**src/rtl/ncl_mr3_arbiter.sv**
```systemverilog
// ---------------------------------------------------------------------------
// ncl_mr3_arbiter
//
// Two-requester round-robin arbiter that feeds symbols into an NCL ring stage
// over a 1-of-3 multirail channel. Each granted symbol becomes one DATA
// wavefront on Z. The arbiter then waits for the downstream completion ZCOMP
// to rise, returns Z to NULL, and waits for ZCOMP to fall before it accepts
// the next symbol. ZCOMP is asynchronous, so it is synchronized first.
//
// Parameters
//   SYNC_STAGES  flops in the ZCOMP synchronizer (2..4)
//   TIMEOUT      cycles a handshake phase may take before stall is raised
//
// Ports
//   clk          rising-edge clock for all state
//   init         synchronous active-high reset
//   req0/req1    requester has a symbol pending, held until its grant
//   sym0/sym1    requester symbol, 0..2 legal, 3 illegal
//   gnt0/gnt1    one-cycle pulse, requester symbol consumed
//   Z            1-of-3 multirail output, 000 = NULL
//   ZCOMP        asynchronous completion from the downstream NCL stage
//   busy         a wavefront is in flight (DATA or NULLW)
//   stall        sticky, a handshake phase reached TIMEOUT cycles
//   sym_err      one-cycle pulse, an illegal symbol was consumed
//   tok_cnt      number of DATA wavefronts issued, wrapping at 16 bits
// ---------------------------------------------------------------------------
module ncl_mr3_arbiter #(
  parameter int SYNC_STAGES = 2,
  parameter int TIMEOUT     = 255
) (
  input  logic        clk,
  input  logic        init,
  input  logic        req0,
  input  logic [1:0]  sym0,
  output logic        gnt0,
  input  logic        req1,
  input  logic [1:0]  sym1,
  output logic        gnt1,
  output logic [2:0]  Z,
  input  logic        ZCOMP,
  output logic        busy,
  output logic        stall,
  output logic        sym_err,
  output logic [15:0] tok_cnt
);

  localparam logic [15:0] PHASE_MAX = 16'(TIMEOUT);

  typedef enum logic [1:0] {
    IDLE  = 2'd0,
    DATA  = 2'd1,
    NULLW = 2'd2
  } state_t;

  state_t                 state;
  logic [SYNC_STAGES-1:0] sync;
  logic                   zs;
  logic                   last;
  logic [15:0]            phase;
  logic [15:0]            phase_inc;
  logic                   pick;
  logic [1:0]             pick_sym;
  logic                   can_grant;

  // Completion synchronizer: ZCOMP enters at bit 0 and the oldest sample,
  // the top bit, is the only copy the FSM ever looks at.
  always_ff @(posedge clk) begin
    if (init) begin
      sync <= '0;
    end else begin
      sync <= {sync[SYNC_STAGES-2:0], ZCOMP};
    end
  end

  assign zs = sync[SYNC_STAGES-1];

  // Arbitration and phase-counter helpers.
  // With both requesting, the one not granted last wins; otherwise the sole
  // requester wins. A grant is blocked while a gnt pulse is still high,
  // because the requester only sees that pulse during this cycle and its
  // req is stale until the following edge (matters after an illegal symbol,
  // which leaves the FSM in IDLE).
  always_comb begin
    pick = req1;
    if (req0 && req1) begin
      pick = ~last;
    end
    pick_sym  = pick ? sym1 : sym0;
    can_grant = (state == IDLE) && !zs && (req0 || req1) && !gnt0 && !gnt1;
    phase_inc = (phase != PHASE_MAX) ? phase + 16'd1 : phase;
  end

  // Main handshake FSM. Every output is a register written only here, so Z
  // can only move on a clock edge and is always written as a full one-hot or
  // NULL value. Reaching TIMEOUT in a phase only flags stall; the FSM keeps
  // waiting for the ring.
  always_ff @(posedge clk) begin
    if (init) begin
      state   <= IDLE;
      Z       <= 3'b000;
      gnt0    <= 1'b0;
      gnt1    <= 1'b0;
      busy    <= 1'b0;
      stall   <= 1'b0;
      sym_err <= 1'b0;
      tok_cnt <= 16'd0;
      phase   <= 16'd0;
      last    <= 1'b1;
    end else begin
      gnt0    <= 1'b0;
      gnt1    <= 1'b0;
      sym_err <= 1'b0;
      unique case (state)
        IDLE: begin
          if (can_grant) begin
            gnt0 <= ~pick;
            gnt1 <= pick;
            last <= pick;
            if (pick_sym == 2'd3) begin
              sym_err <= 1'b1;
            end else begin
              Z       <= 3'b001 << pick_sym;
              tok_cnt <= tok_cnt + 16'd1;
              phase   <= 16'd0;
              busy    <= 1'b1;
              state   <= DATA;
            end
          end
        end
        DATA: begin
          if (zs) begin
            Z     <= 3'b000;
            phase <= 16'd0;
            state <= NULLW;
          end else begin
            phase <= phase_inc;
            if (phase_inc == PHASE_MAX) begin
              stall <= 1'b1;
            end
          end
        end
        NULLW: begin
          if (!zs) begin
            busy  <= 1'b0;
            state <= IDLE;
          end else begin
            phase <= phase_inc;
            if (phase_inc == PHASE_MAX) begin
              stall <= 1'b1;
            end
          end
        end
        default: begin
          Z     <= 3'b000;
          busy  <= 1'b0;
          state <= IDLE;
        end
      endcase
    end
  end

endmodule

```
**config.mk**
```make
export PLATFORM = sky130hd
export DESIGN_NAME = ncl_mr3_arbiter
export DESIGN_NICKNAME = d
export VERILOG_FILES = /design/src/rtl/ncl_mr3_arbiter.sv
export SDC_FILE = /design/constraint.sdc
export NUM_CORES = 1
export LEC_CHECK = 0
export BUFFER_PORTS_ARGS = -buffer_cell sky130_fd_sc_hd__buf_2
export CORE_UTILIZATION = 45
export DETAILED_ROUTE_END_ITERATION = 12
export GPL_TIMING_DRIVEN = 0
export SLEW_MARGIN = 20
export SYNTH_ARGS = -nofsm -noshare
export SYNTH_HDL_FRONTEND = slang
export SYNTH_SLANG_ARGS = --single-unit
```
**constraint.sdc**
```tcl
create_clock -name clk -period 6.8 [get_ports clk]
set_clock_uncertainty 0.15 [all_clocks]
set_input_delay 0.68 -clock clk [delete_from_list [all_inputs] [get_ports clk]]
set_output_delay 0.68 -clock clk [all_outputs]
set_load 0.02 [all_outputs]
```
==> impl_metrics.yaml, run 1 <==
run_status:
  status: "finished, final reports clean"
worst_setup_path:
  cp.required_ns: 6.88
  crit_path_start_kind: "register"
  critical-path-slowest-cell: "nor3_1"
  critPathArrivalTime_ns: 2.65
  worstSetupEndpointType: "register"
  timing.critical_path.fanout_max: 7
  critical_path.max_stage_delay_ns: 0.71
  path_class: "reg -> reg"
  path_cells: "inv_1 > ha_1 > nor4b_4 > o21a_1 > a21oi_2 > nor3_1 > nand4b_1 > a21oi_1"
sta:
  finalHoldViolations: 0
  fin_setup_tns_ns: 0
  slew-limit-headroom_pct: 43.6
  whs_ns: 0.291
  rsz0062_at_grt: "false"
  maxSlewViolCount: 0
  period_share_pct: 37.8
  worst_slack_ns: 4.23
  fmaxAchievable_mhz: 389
  fin_crit_ns: 2.57
  final-setup-viol-count: 0
  worst_pin_slew_ns: 0.840
global_route:
  antenna_found_initial: 0
  grt.overflow.total: 0
  grt_pass1_vias: 2149
  track_usage_pct: 21.0
  grt_pass1_wl_um: 10000
  grt_start_max_net_pins: 16
place:
  place_congestion: 0.788
  dpl.cell_count: 407
  numPortBuffers: 31
  dp_slack_ns: 4.08
  dpl.hpwl_um: 4290
clocking:
  cts.sinks: 45
  htreeDepth: 2
  ctsResizeCount: 0
  tritoncts: "done"
  clk_pin_slew_ns: 0.09
  ctsLongestPathBuffers: 2
  cts_root_buf: "clkbuf_8"
  clkLatencyLatePin_ns: 0.30
  cts_setup_buffers: 0
  hold_buffers: 0
  numCtsBuffers: 5
power:
  leakage_nw: 1.13
  swShare_pct: 37.9
  switchingPower_uw: 274
  p_clk_share_pct: 23.4
  power_density_nw_per_um2: 250
  irDropWorstVdd_v: 0.000173
  comb_power_share_pct: 35.0
  pwr-share-seq_pct: 41.6
  p_int_uw: 449
die:
  fp.dieW_um: 77.3
  rows: 27
  die_area_sq_um: 5980
  start_util_pct: 46.7
  coreArea_sq_um: 5470
  io_pins: 33
  fp.dieH_um: 77.3
logic_synthesis:
  synth_seq_cells: 45
  syn_area_per_cell_sq_um: 8.40
  dominantRegCellSynth: "dfxtp_1"
  ys_seq_area_share_pct: 35.3
  ys_types: 53
  async_flop_share_pct: 0
  ys_warn_count: 0
  syn_area_sq_um: 2550
  syn_nets: 320
  syn-instance-count: 304
  synth_edf_count: 0
cells_and_area:
  final_util_pct: 52.8
  syn_to_final_growth_pct: 13.1
  mostFrequentLayoutCell: "dfxtp_1"
  nNetsFinal: 358
  final_cells: 415
  layout_common_cells: "dfxtp_1 (45), nor2_1 (36), buf_2 (34), a21oi_1 (30), nand2_1 (19)"
  multi_input_area_sq_um: 1570
  n_antenna_cell: 0
  seq_area_sq_um: 901
  fillers: 554
  drive_gt1_share_pct: 20.1
drt:
  drt-initial-drc-count: 175
  firstDrtPassIters: 4
  wl_um: 5840
  drc: 0
  vias_per_cell: 5.49
  wl_per_cell_um: 14.1
  vias: 2278
  postRouteAntennaNets: 0
min_path:
  hold_class: "reg -> reg"
run:
  drv_cap: 0
## power by group through the flow
stage | sequential, mW | clock, mW | combinational (mW)
6_report | 0.301 | 0.169 | 0.253
5_1_grt | 0.304 | 0.190 | 0.281
4_1_cts | 0.301 | 0.177 | 0.256
3_5_place_dp | 0.307 | 0 | 0.253
3_3_place_gp | 0.306 | 0 | 0.255
2_1_floorplan | 0.321 | 0 | 0.174
## worst max-delay path: cells and delay by family, from the launching register on
family                   cells  cell delay, ns
buffers and inverters        1            0.11
AO/OA/AOI/OAI                3            0.48
adder cells (fa/ha/maj)      1            0.26
AND/OR/NAND/NOR              3            1.14
flip-flops                   1            0.35
## cells by family (layout without fill, tap and decap cells)
group                    count (synthesis)  after routing  share of synthesized area, %
multiplexers                             8              8                          3.38
XOR/XNOR                                19             19                          6.52
flip-flops                              45             45                          35.3
adder cells (fa/ha/maj)                  7              7                          3.43
buffers and inverters                   21             60                          3.33
AND/OR/NAND/NOR                        134            134                          30.5
AO/OA/AOI/OAI                           70             70                          17.6
## state kept, by name (all words and copies together), names as in the netlist
name,cells
state,2
gnt1,1
busy,1
last,1
stall,1
sync,2
tok_cnt,16
phase,16
gnt0,1
Z,3
sym_err,1
## routing by layer
metal / GRT usage [%] / share of wire, % / wire, um / up-vias
met1: 27.1 / 50 / 2890 / 1059
li1: - / - / - / 1169
met3: 4.35 / 3.9 / 230 / 2
met4: 5.09 / 0.53 / 31 / 0
met2: 35.5 / 46 / 2680 / 48
met5: 0 / 0 / 0 / -
## metrics by stage
stage | total power [mW] | area (sq um)
after floorplan | 0.494 | 2550
after detailed placement | 0.560 | 2800
after global placement | 0.561 | 2800
after global routing | 0.775 | 2890
final | 0.723 | 2890
after CTS | 0.733 | 2890
## area by class of cell
cell class | count | area share, %
Sequential cell | 45 | 31.2
Inverter | 7 | 0.909
Multi-Input combinational cell | 238 | 54.3
Buffer | 14 | 2.04
Tap cell | 72 | 3.12
Clock inverter | 3 | 0.736
Timing Repair Buffer | 31 | 5.37
Clock buffer | 5 | 2.38
## worst paths after layout
path              startpoint  slack (ns)       end  depth (start not counted)
hold reg to reg      sync[0]        0.29   sync[1]                          1
hold / removal       sync[0]        0.29   sync[1]                          1
setup reg to reg    state[0]        4.23  phase[8]                          8
setup / recovery    state[0]        4.23  phase[8]                          8
## cell usage after synthesis, types with 4 or more instances
| cell type | number | area (sq um) |
|---|---|---|
| o21ai_0 | 14 | 70.1 |
| nand3_1 | 17 | 85.1 |
| a21oi_1 | 30 | 150 |
| nor2_1 | 36 | 135 |
| a31oi_1 | 4 | 25.0 |
| inv_1 | 7 | 26.3 |
| nor3_1 | 8 | 40.0 |
| nand4_1 | 9 | 56.3 |
| nand2_1 | 19 | 71.3 |
| and3_1 | 7 | 43.8 |
| ha_1 | 7 | 87.6 |
| dfxtp_1 | 45 | 901 |
| or3_1 | 6 | 37.5 |
| nand3b_1 | 6 | 45.0 |
| xor2_1 | 12 | 105 |
| mux2i_1 | 5 | 50.1 |
| and4_1 | 4 | 35.0 |
| clkbuf_1 | 9 | 33.8 |
| xnor2_1 | 7 | 61.3 |
(Power assumes the default switching activity.)
==> inputs of run 2 (changes only) <==
- clock period: 6.8 -> 2.4 ns (I/O delays scaled with it)
==> impl_metrics.yaml, run 2 (synthesized netlist as in run 1, its figures left out) <==
run_status:
  status: "finished, final reports clean"
global_route:
  grt.overflow.total: 0
  grt_pass1_vias: 2151
  grt_pass1_wl_um: 10000
  grt_start_max_net_pins: 16
  track_usage_pct: 21.0
  antenna_found_initial: 0
sta:
  final-setup-viol-count: 0
  slew-limit-headroom_pct: 64.0
  rsz0062_at_grt: "false"
  finalHoldViolations: 0
  worst_pin_slew_ns: 0.529
  fin_crit_ns: 2.28
  fin_setup_tns_ns: 0
  worst_slack_ns: 0.119
  maxSlewViolCount: 0
  fmaxAchievable_mhz: 438
  period_share_pct: 95.0
drt:
  postRouteAntennaNets: 0
  firstDrtPassIters: 4
  drc: 0
  drt-initial-drc-count: 112
  wl_um: 5870
  vias: 2318
  wl_per_cell_um: 14.0
  vias_per_cell: 5.53
power:
  leakage_nw: 1.17
  irDropWorstVdd_v: 0.000497
  power_density_nw_per_um2: 723
  p_clk_share_pct: 22.5
  swShare_pct: 37.8
  p_int_mw: 1.34
  pwr-share-seq_pct: 39.7
  switchingPower_uw: 815
  comb_power_share_pct: 37.8
cells_and_area:
  mostFrequentLayoutCell: "dfxtp_1"
  drive_gt1_share_pct: 23.6
  layout_common_cells: "dfxtp_1 (44), nor2_1 (36), buf_2 (34), a21oi_1 (30), nand2_1 (19)"
  seq_area_sq_um: 902
  final_cells: 419
  fillers: 545
  reg.largest.list: "phase (16), tok_cnt (16), Z (3)"
  nNetsFinal: 362
  n_antenna_cell: 0
  multi_input_area_sq_um: 1620
  syn_to_final_growth_pct: 16.7
die:
  fp.dieW_um: 77.3
  coreArea_sq_um: 5470
  fp.dieH_um: 77.3
  io_pins: 33
  start_util_pct: 46.7
  rows: 27
  die_area_sq_um: 5980
clocking:
  clkLatencyLatePin_ns: 0.30
  tritoncts: "done"
  clk_pin_slew_ns: 0.09
  htreeDepth: 2
  ctsLongestPathBuffers: 2
  numCtsBuffers: 5
  cts.sinks: 45
  cts_root_buf: "clkbuf_8"
min_path:
  min_delay_path_depth: 2
  hold_class: "in -> reg"
worst_setup_path:
  rr_worst_depth: 9
  timing.critical_path.fanout_max: 5
  cp.required_ns: 2.49
  crit_path_start_kind: "register"
  critical-path-slowest-cell: "or3_1"
  path_class: "reg -> reg"
  path_cells: "inv_2 > ha_4 > nor4b_4 > o21a_1 > a21oi_2 > or3_1 > buf_2 > or2_1 > a21oi_1"
  worstSetupEndpointType: "register"
  critical_path.max_stage_delay_ns: 0.36
  critPathArrivalTime_ns: 2.37
place:
  place_congestion: 0.788
  numPortBuffers: 31
  dpl.cell_count: 407
  dpl.hpwl_um: 4290
  dp_slack_ns: -0.135
run:
  drv_cap: 0
## run 2: changes by cell type in the layout (fill, tap and decap cells not counted), sizes merged
cell and delta:
buf +4, dlygate4sd3 +1, clkbuf -1
## run 2: metal layers
layer  GRT usage [%]  up-vias  share of wire [%]  routed length (um)
met2            35.5       53                 47                2730
li1                -     1174                  -                   -
met5               0        -                  0                   0
met4            5.47        0                1.0                  60
met3            4.71        6                4.7                 278
met1            26.7     1085                 48                2800
## run 2: worst paths after layout
check / slack [ns] / to / startpoint
worst max-delay path: 0.12 / Z[0] / state[1]
worst min register to register: 0.29 / sync[1] / sync[0]
worst max register to register: 0.12 / Z[0] / state[1]
worst min-delay path: 0.19 / sync[1] / init
## run 2: power groups by stage
stage | logic, mW | clock network (mW) | registers [mW]
2_1_floorplan | 0.492 | 0 | 0.909
6_report | 0.815 | 0.484 | 0.855
3_5_place_dp | 0.718 | 0 | 0.870
5_1_grt | 0.899 | 0.538 | 0.865
3_3_place_gp | 0.721 | 0 | 0.867
4_1_cts | 0.742 | 0.501 | 0.852
## run 2: worst max-delay path: cells and delay by family, from the launching register on
family                   cells  cell delay (ns)
AND/OR/NAND/NOR              3             0.85
buffers and inverters        2             0.26
AO/OA/AOI/OAI                3             0.44
adder cells (fa/ha/maj)      1             0.17
flip-flops                   1             0.34
## run 2: area by class of cell
| class | instances | area share [%] |
|---|---|---|
| Multi-Input combinational cell | 238 | 54.4 |
| Sequential cell | 45 | 30.3 |
| Timing Repair Buffer | 36 | 6.55 |
| Tap cell | 72 | 3.02 |
| Clock buffer | 5 | 2.31 |
| Buffer | 13 | 1.89 |
| Inverter | 7 | 0.882 |
| Clock inverter | 3 | 0.714 |
## run 2: stage by stage
step / utilization (%) / area (sq um) / hold slack [ns] / power [mW]
global route: 54.5 / 2980 / 0.225 / 2.30
global placement: 51.1 / 2800 / 0.269 / 1.59
floorplan: - / 2550 / 0.218 / 1.40
detailed placement: 51.1 / 2800 / 0.278 / 1.59
finish: 54.5 / 2980 / 0.193 / 2.15
CTS: 53.2 / 2910 / 0.201 / 2.10
## run 2: timing repair
item,in CTS,in global routing
pin swaps,1,1
resized for setup,4,13
endpoints found under the setup margin,14,24
setup buffers,0,4
hold endpoints to repair,1,0
hold buffers,1,0
